--- config.mk ---
export PLATFORM = sky130hd
export DESIGN_NAME = uart_mmio
export DESIGN_NICKNAME = d
export VERILOG_FILES = /design/src/rtl/uart_mmio.sv
export SDC_FILE = /design/constraint.sdc
export NUM_CORES = 1
export LEC_CHECK = 0
export CAP_MARGIN = 40
export CORE_UTILIZATION = 49
export DETAILED_ROUTE_END_ITERATION = 12
export GPL_TIMING_DRIVEN = 0
export HOLD_SLACK_MARGIN = 0.15
export PLACE_DENSITY = 0.8
export SYNTH_ARGS = -nofsm -noshare
export SYNTH_HDL_FRONTEND = slang
export SYNTH_SLANG_ARGS = --single-unit
--- constraint.sdc ---
create_clock -name clk -period 3.32 [get_ports clk]
set_clock_uncertainty 0.15 [all_clocks]
set_input_delay 0.498 -clock clk [delete_from_list [all_inputs] [get_ports clk]]
set_output_delay 0.498 -clock clk [all_outputs]
set_load 0.1 [all_outputs]
--- src/rtl/uart_mmio.sv ---
// Memory-mapped UART slave: status, RX FIFO data, TX holding register and a
// free-running cycle counter, decoded in a 32-bit window at BASE_ADDR.
module uart_mmio #(
   parameter int          RX_DEPTH  = 4,
   parameter logic [31:0] BASE_ADDR = 32'h8000_0000
) (
   input  logic        clk,
   input  logic        rst,
   input  logic [31:0] addr,
   input  logic [31:0] wdata,
   input  logic        we,
   input  logic        re,
   output logic [31:0] rdata,
   output logic [7:0]  uart_tx_data,
   output logic        uart_tx_valid,
   input  logic        uart_tx_ready,
   input  logic [7:0]  uart_rx_data,
   input  logic        uart_rx_valid,
   output logic        uart_rx_ready
);

   localparam int PTR_W = $clog2(RX_DEPTH);
   localparam int CNT_W = PTR_W + 1;
   localparam logic [CNT_W-1:0] FULL_CNT = CNT_W'(RX_DEPTH);

   // Register offsets within the window.
   localparam logic [31:0] OFS_STATUS  = 32'h0;
   localparam logic [31:0] OFS_RXDATA  = 32'h4;
   localparam logic [31:0] OFS_TXDATA  = 32'h8;
   localparam logic [31:0] OFS_COUNTER = 32'h10;
   localparam logic [31:0] OFS_CLEAR   = 32'h18;

   logic [7:0]       fifo_mem_q [RX_DEPTH];
   logic [PTR_W-1:0] rd_ptr_q, rd_ptr_d;
   logic [PTR_W-1:0] wr_ptr_q, wr_ptr_d;
   logic [CNT_W-1:0] count_q, count_d;
   logic             tx_full_q, tx_full_d;
   logic [7:0]       tx_data_q, tx_data_d;
   logic [31:0]      cycle_q, cycle_d;
   logic [31:0]      rdata_q, rdata_d;

   logic sel_status, sel_rxdata, sel_txdata, sel_counter, sel_clear;
   logic rx_avail, push, pop, tx_hs, tx_load;

   // Upper store-data bits have no destination in this register map.
   logic unused_wdata_hi;
   assign unused_wdata_hi = ^wdata[31:8];

   // Exact-match address decode; anything else reads 0 and ignores stores.
   assign sel_status  = (addr == BASE_ADDR + OFS_STATUS);
   assign sel_rxdata  = (addr == BASE_ADDR + OFS_RXDATA);
   assign sel_txdata  = (addr == BASE_ADDR + OFS_TXDATA);
   assign sel_counter = (addr == BASE_ADDR + OFS_COUNTER);
   assign sel_clear   = (addr == BASE_ADDR + OFS_CLEAR);

   assign rx_avail      = (count_q != '0);
   assign uart_rx_ready = rst & (count_q != FULL_CNT);
   assign push          = uart_rx_valid & uart_rx_ready;
   assign pop           = re & sel_rxdata & rx_avail;
   // The tx_full check uses the pre-edge value, so a store racing the
   // handshake is dropped rather than overwriting the byte being sent.
   assign tx_hs         = tx_full_q & uart_tx_ready;
   assign tx_load       = we & sel_txdata & ~tx_full_q;

   assign uart_tx_valid = tx_full_q;
   assign uart_tx_data  = tx_data_q;
   assign rdata         = rdata_q;

   // Next-state logic for pointers, count, TX holding register, counter and load data.
   always_comb begin
      // NOTE: every always_comb output gets a default first so no path leaves it unassigned (which would infer a latch).
      rd_ptr_d  = rd_ptr_q;
      wr_ptr_d  = wr_ptr_q;
      count_d   = count_q;
      tx_full_d = tx_full_q;
      tx_data_d = tx_data_q;
      rdata_d   = rdata_q;

      if (push) wr_ptr_d = wr_ptr_q + PTR_W'(1);
      if (pop)  rd_ptr_d = rd_ptr_q + PTR_W'(1);
      unique case ({push, pop})
         2'b10:   count_d = count_q + CNT_W'(1);
         2'b01:   count_d = count_q - CNT_W'(1);
         default: count_d = count_q;
      endcase

      if (tx_hs) begin
         tx_full_d = 1'b0;
      end else if (tx_load) begin
         tx_full_d = 1'b1;
         tx_data_d = wdata[7:0];
      end

      cycle_d = (we & sel_clear) ? 32'd0 : cycle_q + 32'd1;

      if (re) begin
         if (sel_status)       rdata_d = {30'b0, rx_avail, ~tx_full_q};
         else if (sel_rxdata)  rdata_d = rx_avail ? {24'b0, fifo_mem_q[rd_ptr_q]} : 32'd0;
         else if (sel_counter) rdata_d = cycle_q;
         else                  rdata_d = 32'd0;
      end
   end

   // Control and data state with asynchronous active-low reset.
   always_ff @(posedge clk or negedge rst) begin
      if (!rst) begin
         rd_ptr_q  <= '0;
         wr_ptr_q  <= '0;
         count_q   <= '0;
         tx_full_q <= 1'b0;
         tx_data_q <= 8'd0;
         cycle_q   <= 32'd0;
         rdata_q   <= 32'd0;
      end else begin
         // NOTE: sequential state uses non-blocking assignments so every flop samples pre-edge values.
         rd_ptr_q  <= rd_ptr_d;
         wr_ptr_q  <= wr_ptr_d;
         count_q   <= count_d;
         tx_full_q <= tx_full_d;
         tx_data_q <= tx_data_d;
         cycle_q   <= cycle_d;
         rdata_q   <= rdata_d;
      end
   end

   // FIFO storage written on push.
   always_ff @(posedge clk) begin
      // NOTE: storage is not reset; count_q=0 marks it empty, so stale bytes are never read.
      if (push) fifo_mem_q[wr_ptr_q] <= uart_rx_data;
   end

endmodule

======== Word-level counts from Yosys, hierarchy flattened ========
Memories as Yosys holds them, arrays and structs flattened.
Index checks and enable logic that the tools add are counted.
word-level totals
  flip-flop bits (word level) ............. 80
  output and inout port bits .............. 42
  logic and storage cells ................. 45
  memory bits (writable) .................. 32
  memories ................................ 1
  bits of input ports ..................... 78
memory list
  memory      words  bits a word  read ports  clocked after Yosys merged registers in  write ports  line  RTL
  fifo_mem_q  4      8            1           0                                        1            33    logic [7:0] fifo_mem_q [RX_DEPTH];
operators by class
  eq/ne operators ......................... 8
  muxes and demuxes ....................... 10
  reduce and logical (&&, ||, !) cells .... 4
  add/subtract/negate cells ............... 5
  bitwise logic cells ..................... 10
operators with widths
  operator                                                                number
  32-bit equality test (second input constant)                            5
  32-bit two-way mux                                                      4
  32-bit by 1-bit adder with 32-bit output (second input constant)        1
  1-bit bitwise AND                                                       8
  8-bit two-way mux                                                       1
  3-bit one-hot mux with 2 select lines                                   1
  2-bit by 1-bit adder with 2-bit output (second input constant)          2
  1-bit two-way mux                                                       4
  2-bit nonzero test                                                      2
  3-bit by 1-bit adder with 3-bit output (second input constant)          1
  3-bit inequality test (second input constant)                           1
  3-bit nonzero test                                                      1
  3-bit by 1-bit subtractor with 3-bit output (second input constant)     1
  2-bit by 1-bit equality test with 1-bit output (second input constant)  1
  2-bit equality test (second input constant)                             1
  1-bit inverter                                                          2
  2-bit AND reduction                                                     1

======== Depth between registers and ports, before layout ========
Gate-level depths: netlist (run 1).
  word-level depth ........................ 5
  mapped depth ............................ 11
  depth with buffers taken out ............ 10

======== Worst setup path before layout (run 1) ========
OpenSTA, ideal clock, no wires.
  path kind ............................... reg2reg
  from .................................... register count_q[0]
  to ...................................... register count_q[2]
  stages on the path, launching flop included .. 11
  arrival ................................. 3413 ps
  setup time .............................. 125 ps
  slack ................................... -368 ps
  path buffers ............................ 0
  required time ........................... 3045 ps
  period minus slack after synthesis ...... 3688 ps
  path through ............................ dfrtp_1 inv_1 a31oi_1 and2_1 inv_1 ha_1 inv_1 fa_1 xor2_1 nor2_1 xor2_1
on the way
  cells in the longest elaborated chain, start to end .. 5
  elaborated cells on any way between the ends .. 11
  classes of those cells .................. add/sub: 2; eq/ne: 3; mux: 1; bitwise: 3; reduce/logical: 2
RTL lines
  item                                                                                   line  RTL
  from (decl)                                                                            36    logic [CNT_W-1:0] count_q, count_d;
  from (signal assigned)                                                                 118   count_q <= count_d;
  3-bit inequality test *                                                                57    assign uart_rx_ready = rst & (count_q != FULL_CNT);
  1-bit bitwise AND *                                                                    57
  net uart_rx_ready                                                                      19    output logic uart_rx_ready
  1-bit bitwise AND *                                                                    58    assign push = uart_rx_valid & uart_rx_ready;
  2-bit by 1-bit equality test with 1-bit output or 2-bit equality test (tied branches)  81    unique case ({push, pop})
  3-bit one-hot mux with 2 select lines or 2-bit nonzero test (tied branches)            -
Mark *: on every way through the listed nets, which the timed path passes. The rest lies on a longest branch.
A chain may end at the register's enable or synchronous reset.

======== Worst setup path after layout (run 1) ========
  from .................................... input rst
  to ...................................... output uart_rx_ready
on the way
  cells in the longest elaborated chain, start to end .. 1
RTL lines
  item               line  RTL
  from (decl)        8     input logic rst,
  1-bit bitwise AND  57
  to (decl)          19
No other way between the ends.

==> flow_summary.json, run 1 <==
{
  "fin_crit_sh": 0.952,
  "finalPower_mw": 2.76,
  "drv_cap": 0,
  "drt_iter0_drc": 148,
  "async_flop_share": 0.714,
  "cp-start-kind": "input pin",
  "clk_pin_slew_worst_paths_ps": 100,
  "gp_congestion": 0.806,
  "wl_met3_um": 363,
  "finalHoldViolations": 0,
  "rsz0062_at_grt": "false",
  "vias_per_cell": 5.27,
  "die_x_um": 101,
  "ys_ff_latch": 112,
  "dieHeight_um": 101,
  "drc": 0,
  "design.core.area_um2": 9370,
  "synthCells": 368,
  "cellPowerDensity_nw_per_um2": 402,
  "final.setup.worst_slack_ps": 160,
  "path_class": "in2out",
  "synth-edff-count": 32,
  "die_area_um2": 10200,
  "postCtsSetupBuffers": 0,
  "drt_pre_antenna_iters": 4,
  "crit_path_end_kind": "output pin",
  "cp_max_fo": 27,
  "yosysTopAreaCellShare": 0.417,
  "routed_wl_um": 10600,
  "cts_buffers": 9,
  "overflow": 0,
  "status": "finished, final reports clean",
  "num-fill-cells": 643,
  "synth_common_cells": "80 x dfrtp_1, 41 x nor2_1, 32 x edfxtp_1",
  "drtAntennaViolNets": 0,
  "drive_gt1_frac": 0.158,
  "grt_pass1_vias": 3593,
  "synth_fp_nets": 453,
  "r2r_cells": 11,
  "ios": 120,
  "initial_utilization": 0.512,
  "timing.fmax_mhz": 316,
  "clkSinkCount": 112,
  "hold_depth": 1,
  "ctsResizeCount": 0,
  "leakage_nw": 2.90,
  "dpl.hpwl_um": 7910,
  "seq_area_frac_synth": 0.618,
  "htree_levels": 3,
  "grt_max_degree": 54,
  "clock_latency_ps": 370,
  "avgRoutedWirePerCell_um": 16.3,
  "clockBufferDepth": 2,
  "report.final.slew_viol_count": 0,
  "worstPathArrival_ps": 2510,
  "antennaDiodeCount": 0,
  "synth_most_common_cell": "dfrtp_1",
  "relSlewSlack": 0.465,
  "syn_area_um2": 4800,
  "antenna_found_initial": 0,
  "dr_wl_met2_um": 5680,
  "wl_met1_um": 4470,
  "area_delta_synth_final_pct": 43.0,
  "grt_pass1_wl_um": 17700,
  "avgSynthCellArea_um2": 13.0,
  "nets": 605,
  "cp.required_ps": 2670,
  "top_layer": "met4",
  "design_area_um2": 6860,
  "post-route-min-period_ps": 3160,
  "worstMarginPinSlew_ps": 800,
  "irDropWorstVdd_v": 0.000374,
  "yosysWarnings": 0,
  "min_path_type": "reg2reg",
  "synth.distinct_cells": 38,
  "synth_top_cell_by_area": "dfrtp_1",
  "cts_tree": "built",
  "post-place-ws_ps": -82.2,
  "synth_area_leaders": "dfrtp_1 42%, edfxtp_1 20%, xor2_1 4.6%, a22o_1 4.4%, mux4_2 3.8%",
  "ys.flop_type": "dfrtp_1",
  "cts_root_buf": "clkbuf_8",
  "floorplan.rows": 35,
  "setup_violations": 0,
  "port_buffers": 95,
  "grtUsageTotal": 0.227,
  "postPlaceCellArea_um2": 6570,
  "num_vias": 3444
}
==> registers in the layout (all words and copies together), names as in the netlist <==
name,flops
uart_tx_valid,1
fifo_mem_q,32
cycle_q,32
count_q,3
rd_ptr_q,2
rdata,32
uart_tx_data,8
wr_ptr_q,2
==> worst paths after layout <==
kind	start	end	slack, ps
worst min register to register	uart_tx_data[2]$_DFFE_PN0P_	uart_tx_data[2]$_DFFE_PN0P_	340
max in group asynchronous	rst	cycle_q[13]$_DFF_PN0_	2310
worst max register to register	count_q[2]$_DFFE_PN0P_	count_q[2]$_DFFE_PN0P_	480
min in group asynchronous	rst	rdata[14]$_DFFE_PN0P_	520
worst max-delay path	rst	uart_rx_ready	160
worst min-delay path	uart_tx_data[2]$_DFFE_PN0P_	uart_tx_data[2]$_DFFE_PN0P_	340
==> cells in the final DEF (no fill, tap or decap), types with 8 or more instances in the layout <==
cell,instances
dfrtp_1,80
xnor2_1,11
nand3_1,15
nor4_1,9
nand2_1,13
a22o_1,24
and3_1,9
clkdlybuf4s50_1,94
xor2_1,25
nand4_1,14
clkbuf_8,9
nor2_1,41
inv_1,15
nor3_1,8
mux4_2,8
mux2_1,8
edfxtp_1,32
buf_8,42
==> critical path: stages <==
cell,delay [ps]
dlygate4sd3_1,530
buf_4,180
buf_16,200
inv_1,80
a31oi_2,240
clkdlybuf4s50_1,570
buf_8,200
==> report_power, final <==
group	leakage (nW)	switching, mW	internal (mW)
Combinational	1.41	0.167	0.144
Sequential	1.38	0.0364	1.49
Clock	0.114	0.477	0.439
==> stage by stage <==
step / cells / TNS, ps / utilization / hold WS [ps]
after floorplan: 368 / 0 / - / 52.4
after global placement: 592 / -159410 / 0.631 / 319
after detailed placement: 635 / -82.2 / 0.701 / 297
after CTS: 653 / 0 / 0.729 / 348
after global routing: 654 / 0 / 0.732 / 358
final: 654 / 0 / 0.732 / 344
==> final cells by class <==
class                      instances  area [um^2]  area share
buffer                            15         92.6      0.0135
clock buffer                       9          124      0.0181
clock inverter                     7          108      0.0157
inverter                          15         56.3     0.00821
multi-input combinational        226         1690       0.247
sequential                       112         2960       0.432
tap                              129          161      0.0235
timing repair buffer             141         1660       0.242
==> cell families (layout without fill, tap and decap cells) <==
family | Yosys count | after routing | synth area share
simple gates | 121 | 121 | 0.129
flops | 112 | 112 | 0.618
compound gates | 45 | 45 | 0.0777
xor+xnor | 36 | 36 | 0.0657
buf+inv | 30 | 187 | 0.0310
mux | 17 | 17 | 0.0584
fa+ha+maj | 7 | 7 | 0.0198
==> routing by layer <==
metal	global-route usage	vias up
met5	0	-
met4	0.0535	0
met3	0.0562	12
met2	0.413	74
met1	0.272	1718
li1	-	1640
==> repair_timing <==
action	4_1_cts	5_1_grt
hold endpoints to repair	28	0
setup endpoints to repair	0	1
hold buffers	2	0
(Power assumes the default switching activity.)
==> run 2, diff against run 1 <==
--- a/config.mk
+++ b/config.mk
@@ -5,7 +5,7 @@
 export SDC_FILE = /design/constraint.sdc
 export NUM_CORES = 1
 export LEC_CHECK = 0
-export CAP_MARGIN = 40
+export CORE_MARGIN = 4
 export CORE_UTILIZATION = 49
 export DETAILED_ROUTE_END_ITERATION = 12
 export GPL_TIMING_DRIVEN = 0
@@ -14,3 +14,4 @@
 export SYNTH_ARGS = -nofsm -noshare
 export SYNTH_HDL_FRONTEND = slang
 export SYNTH_SLANG_ARGS = --single-unit
+export TNS_END_PERCENT = 30
==> run 2 against run 1 <==
  * Via count fell by 4.3%
  * Die area is 12% higher
  * Non-clock buffer count shrank 40
  * Clock-buffer cell count unchanged
  * Critical path type unchanged
  * Final cell count decreased by 6.1%
  * Largest cell class unchanged
  * Routed wire length shrank 3.7%
  * Design area fell by 8.7%
==> flow_summary.json, run 2 (same netlist as run 1, synthesis figures left out) <==
{
  "status": "finished, final reports clean",
  "cp_max_fo": 6,
  "design.core.area_um2": 9370,
  "layout_commonest_cell": "clkdlybuf4s50_1",
  "grt_pass1_vias": 3530,
  "dpl.hpwl_um": 7650,
  "leakage_nw": 2.62,
  "grt_max_degree": 53,
  "relSlewSlack": 0.340,
  "irDropWorstVdd_v": 0.000337,
  "fin_crit_sh": 0.961,
  "grt_pass1_wl_um": 17000,
  "routed_wl_um": 10300,
  "die_area_um2": 11400,
  "antenna_found_initial": 0,
  "grtUsageTotal": 0.190,
  "clockBufferDepth": 2,
  "crit_buf_inv": 5,
  "cp.required_ps": 2670,
  "utilization": 0.668,
  "avgRoutedWirePerCell_um": 16.7,
  "drc": 0,
  "ios": 120,
  "drtAntennaViolNets": 0,
  "slowest_delay_ps": 910,
  "antennaDiodeCount": 0,
  "rsz0062_at_grt": "false",
  "finalHoldViolations": 0,
  "cts_root_buf": "clkbuf_8",
  "final_cells": 614,
  "nets": 565,
  "drive_gt1_frac": 0.0887,
  "post-route-min-period_ps": 3190,
  "path_class": "in2out",
  "setup_violations": 0,
  "num_vias": 3295,
  "overflow": 0,
  "worstMarginPinSlew_ps": 986,
  "worstPathArrival_ps": 2540,
  "cts_tree": "built",
  "cp-start-kind": "input pin",
  "port_buffers": 95,
  "floorplan.rows": 35,
  "clk_pin_slew_worst_paths_ps": 100,
  "finalPower_mw": 2.75,
  "vias_per_cell": 5.37,
  "area_delta_synth_final_pct": 30.6,
  "drt_pre_antenna_iters": 6,
  "drt_iter0_drc": 148,
  "crit_family": "buffers and inverters",
  "clock_latency_ps": 370,
  "initial_utilization": 0.512,
  "report.final.slew_viol_count": 0,
  "final_cell_mix": "93 x clkdlybuf4s50_1, 80 x dfrtp_1, 41 x nor2_1",
  "crit_path_end_kind": "output pin",
  "place_inst": 593,
  "dieHeight_um": 107,
  "timing.fmax_mhz": 314,
  "htree_levels": 3,
  "critPathSlowestCell": "dlygate4sd2_1",
  "clkSinkCount": 112,
  "drv_cap": 0,
  "cellPowerDensity_nw_per_um2": 439,
  "crit_chain": "dlygate4sd3_1 -> buf_4 -> buf_16 -> inv_1 -> a31oi_2 -> dlygate4sd2_1",
  "gp_congestion": 0.807,
  "cts_buffers": 9,
  "die_x_um": 107,
  "min_path_type": "reg2reg",
  "postCtsSetupBuffers": 0,
  "finalHoldWorstSlack_ps": 347
}
## run 2: cell count changes in the layout (fill, tap and decap cells not counted), sizes merged
| cell | change |
|---|---|
| buf | -40 |
| clkbuf | -1 |
| clkdlybuf4s50 | -1 |
| clkinvlp | -1 |
| dlygate4sd2 | +1 |
| dlygate4sd3 | +1 |
| inv | +1 |
## run 2: per-stage QoR
step,setup slack [ps],TNS (ps),instance area (um^2)
2_1_floorplan,369,0,4800
3_3_place_gp,-2630,-155830,5910
3_5_place_dp,-157,-250,5940
4_1_cts,152,0,6260
5_1_grt,66.5,0,6260
6_report,130,0,6260
## run 2: cell type report
type                            count  area [um^2]
Multi-Input combinational cell    226         1700
Sequential cell                   112         2960
Inverter                           15         56.3
Clock inverter                      7          106
Clock buffer                        9          124
Timing Repair Buffer              101         1060
Fill cell                         732         3110
Tap cell                          129          161
Buffer                             15         92.6
## run 2: power by group
group          total [mW]  leakage [nW]  internal [mW]  switching [mW]
sequential           1.53          1.38           1.49          0.0351
clock               0.913         0.117          0.440           0.473
combinational       0.309          1.12          0.142           0.167
total                2.75          2.62           2.08           0.675
## run 2: what timing repair did
item / CTS / global route
hold buffers: 5 / 0
endpoints found under the hold margin: 28 / 0
setup endpoints to repair: 1 / 1
resized for setup: 1 / 1
## run 2: final timing paths
check	depth (start not counted)	slack [ps]	startpoint	to
setup reg to reg	11	600	count_q[0]$_DFFE_PN0P_	count_q[2]$_DFFE_PN0P_
max in group asynchronous	5	1680	rst	cycle_q[19]$_DFF_PN0_
hold / removal	1	350	uart_tx_data[7]$_DFFE_PN0P_	uart_tx_data[7]$_DFFE_PN0P_
setup / recovery	6	130	rst	uart_rx_ready
hold reg to reg	1	350	uart_tx_data[7]$_DFFE_PN0P_	uart_tx_data[7]$_DFFE_PN0P_
min in group asynchronous	4	630	rst	cycle_q[12]$_DFF_PN0_
## run 2: metal layers
metal  up-vias  routed length [um]  track usage
met5         -                   0            0
met2        90                5420        0.351
li1       1559                   -            -
met4         0                  94       0.0365
met3        11                 449       0.0452
met1      1635                4290        0.228
==> run 3, diff against run 2 <==
--- a/config.mk
+++ b/config.mk
@@ -5,12 +5,14 @@
 export SDC_FILE = /design/constraint.sdc
 export NUM_CORES = 1
 export LEC_CHECK = 0
+export ABC_AREA = 1
 export CORE_MARGIN = 4
-export CORE_UTILIZATION = 49
+export CORE_UTILIZATION = 51
 export DETAILED_ROUTE_END_ITERATION = 12
 export GPL_TIMING_DRIVEN = 0
 export HOLD_SLACK_MARGIN = 0.15
 export PLACE_DENSITY = 0.8
+export REMOVE_ABC_BUFFERS = 1
 export SYNTH_ARGS = -nofsm -noshare
 export SYNTH_HDL_FRONTEND = slang
 export SYNTH_SLANG_ARGS = --single-unit
==> run 3 against run 2 <==
  * Critical path depth is the same
  * Routed wire length up 27%
  * First-iteration DRC count up 69%
  * Critical endpoint unchanged
  * Largest cell class unchanged
  * Largest power group unchanged
  * Highest routed layer unchanged
==> flow_summary.json, run 3 <==
{
  "cts_buffers": 9,
  "design.core.area_um2": 10900,
  "slowest_delay_ps": 900,
  "drive_gt1_frac": 0.0901,
  "antennaDiodeCount": 0,
  "leakage_nw": 3.29,
  "cts_root_buf": "clkbuf_8",
  "yosysWarnings": 0,
  "design_area_um2": 7050,
  "report.final.slew_viol_count": 0,
  "synth_area_leaders": "dfrtp_1 35%, edfxtp_1 17%, nand2_1 13%, nand3_1 5.6%, nor2_1 5.5%",
  "postCtsSetupBuffers": 0,
  "gp_congestion": 0.888,
  "htree_levels": 3,
  "drt_pre_antenna_iters": 5,
  "area_delta_synth_final_pct": 24.1,
  "initial_utilization": 0.522,
  "synth_common_cells": "194 x nand2_1, 83 x nor2_1, 80 x dfrtp_1",
  "synth.distinct_cells": 37,
  "final_cell_mix": "194 x nand2_1, 93 x clkdlybuf4s50_1, 83 x nor2_1",
  "syn_area_um2": 5680,
  "num-fill-cells": 925,
  "clockBufferDepth": 2,
  "dpl.hpwl_um": 9870,
  "drt_iter0_drc": 250,
  "crit_path_end_kind": "output pin",
  "floorplan.rows": 38,
  "final.setup.worst_slack_ps": 185,
  "synthCells": 664,
  "clock_latency_ps": 370,
  "finalPower_mw": 2.70,
  "ys.flop_type": "dfrtp_1",
  "avgSynthCellArea_um2": 8.55,
  "grt_pass1_vias": 4574,
  "post-route-min-period_ps": 3140,
  "min_path_type": "reg2reg",
  "crit_buf_inv": 5,
  "yosysTopAreaCellShare": 0.353,
  "dieHeight_um": 114,
  "nets": 846,
  "worstMarginPinSlew_ps": 998,
  "cellPowerDensity_nw_per_um2": 383,
  "drc": 0,
  "cp-start-kind": "input pin",
  "postPlaceCellArea_um2": 6760,
  "port_buffers": 95,
  "timing.fmax_mhz": 319,
  "setup_violations": 0,
  "critPathSlowestCell": "dlygate4sd2_1",
  "clkSinkCount": 112,
  "ios": 120,
  "die_x_um": 114,
  "ys_ff_latch": 112,
  "worstPathArrival_ps": 2490,
  "async_flop_share": 0.714,
  "synth-edff-count": 32,
  "path_class": "in2out",
  "layout_commonest_cell": "nand2_1",
  "die_area_um2": 12900,
  "grt_pass1_wl_um": 22000,
  "synth_most_common_cell": "nand2_1",
  "rsz0062_at_grt": "false",
  "clk_pin_slew_worst_paths_ps": 110,
  "antenna_found_initial": 0,
  "post-place-ws_ps": -90.9,
  "cts_tree": "built",
  "relSlewSlack": 0.332,
  "place_inst": 885,
  "drv_cap": 0,
  "finalSetupTns_ps": 0,
  "avgRoutedWirePerCell_um": 14.3,
  "crit_family": "buffers and inverters",
  "fin_crit_sh": 0.944,
  "num_vias": 4612,
  "vias_per_cell": 5.09,
  "status": "finished, final reports clean",
  "drtAntennaViolNets": 0,
  "finalHoldViolations": 0,
  "routed_wl_um": 13000,
  "final_cells": 906,
  "cp.required_ps": 2670,
  "grt_max_degree": 49,
  "grtUsageTotal": 0.210,
  "cp_max_fo": 2,
  "synth_top_cell_by_area": "dfrtp_1",
  "crit_chain": "dlygate4sd3_1 -> buf_4 -> buf_16 -> inv_1 -> a31oi_1 -> dlygate4sd2_1",
  "seq_area_frac_synth": 0.522,
  "irDropWorstVdd_v": 0.000345,
  "overflow": 0
}
[run 3: layout make-up]
cell class,count,area [um^2],share of cell area
inverter,78,295,0.0419
multi-input combinational,458,2330,0.331
clock inverter,7,76.3,0.0108
timing repair buffer,102,1080,0.154
sequential,112,2960,0.420
tap,140,175,0.0249
clock buffer,9,124,0.0176
[run 3: through the flow]
step                      utilization  hold slack [ps]
after floorplan                     -             52.4
after global placement          0.617              306
after detailed placement        0.621              311
after CTS                       0.647              341
after global routing            0.647              365
final                           0.647              339
[run 3: path summary, 6_finish.rpt]
| path | startpoint | end | slack, ps | depth (start not counted) |
|---|---|---|---|---|
| max | rst | uart_rx_ready | 180 | 6 |
| min | uart_tx_data[2]$_DFFE_PN0P_ | uart_tx_data[2]$_DFFE_PN0P_ | 340 | 2 |
| max reg2reg | count_q[0]$_DFFE_PN0P_ | count_q[1]$_DFFE_PN0P_ | 650 | 8 |
| min reg2reg | uart_tx_data[2]$_DFFE_PN0P_ | uart_tx_data[2]$_DFFE_PN0P_ | 340 | 2 |
| max in group asynchronous | rst | cycle_q[13]$_DFF_PN0_ | 1640 | 5 |
| min in group asynchronous | rst | rdata[24]$_DFFE_PN0P_ | 620 | 4 |
[run 3: what timing repair did]
| item | CTS | global route |
|---|---|---|
| hold buffers | 5 | 0 |
| hold endpoints to repair | 32 | 0 |
| setup endpoints to repair | 1 | 0 |
| resized for setup | 1 | 0 |
[run 3: kinds of logic (layout without fill, tap and decap cells)]
family                     Yosys count  in the layout  synth area share
xor gates and xnor gates            17             17            0.0262
DFF                                112            112             0.522
and+or+nand+nor                    395            395             0.311
buffers and inverters               94            196            0.0679
AOI/OAI and AO/OA                   39             39            0.0566
adders and majority gates            7              7            0.0167
[run 3: power breakdown]
group / internal [mW] / total, mW / switching, mW
clock network: 0.303 / 0.817 / 0.514
logic: 0.139 / 0.355 / 0.216
registers: 1.49 / 1.53 / 0.0365
total: 1.94 / 2.70 / 0.766
[run 3: worst register-to-register path, stage by stage (launching register included)]
cell      delay, ps
dfrtp_1         430
nor3_1          430
clkinv_1        400
nand3_1         210
nor2_1           60
ha_1            180
inv_1            90
fa_1            420
o21ai_0         200
[run 3: per-layer routing]
metal	wire length, um	share of wire	GRT usage
met5	0	0	0
met4	295	0.023	0.0697
met1	5460	0.42	0.268
met3	607	0.047	0.0345
met2	6630	0.51	0.364
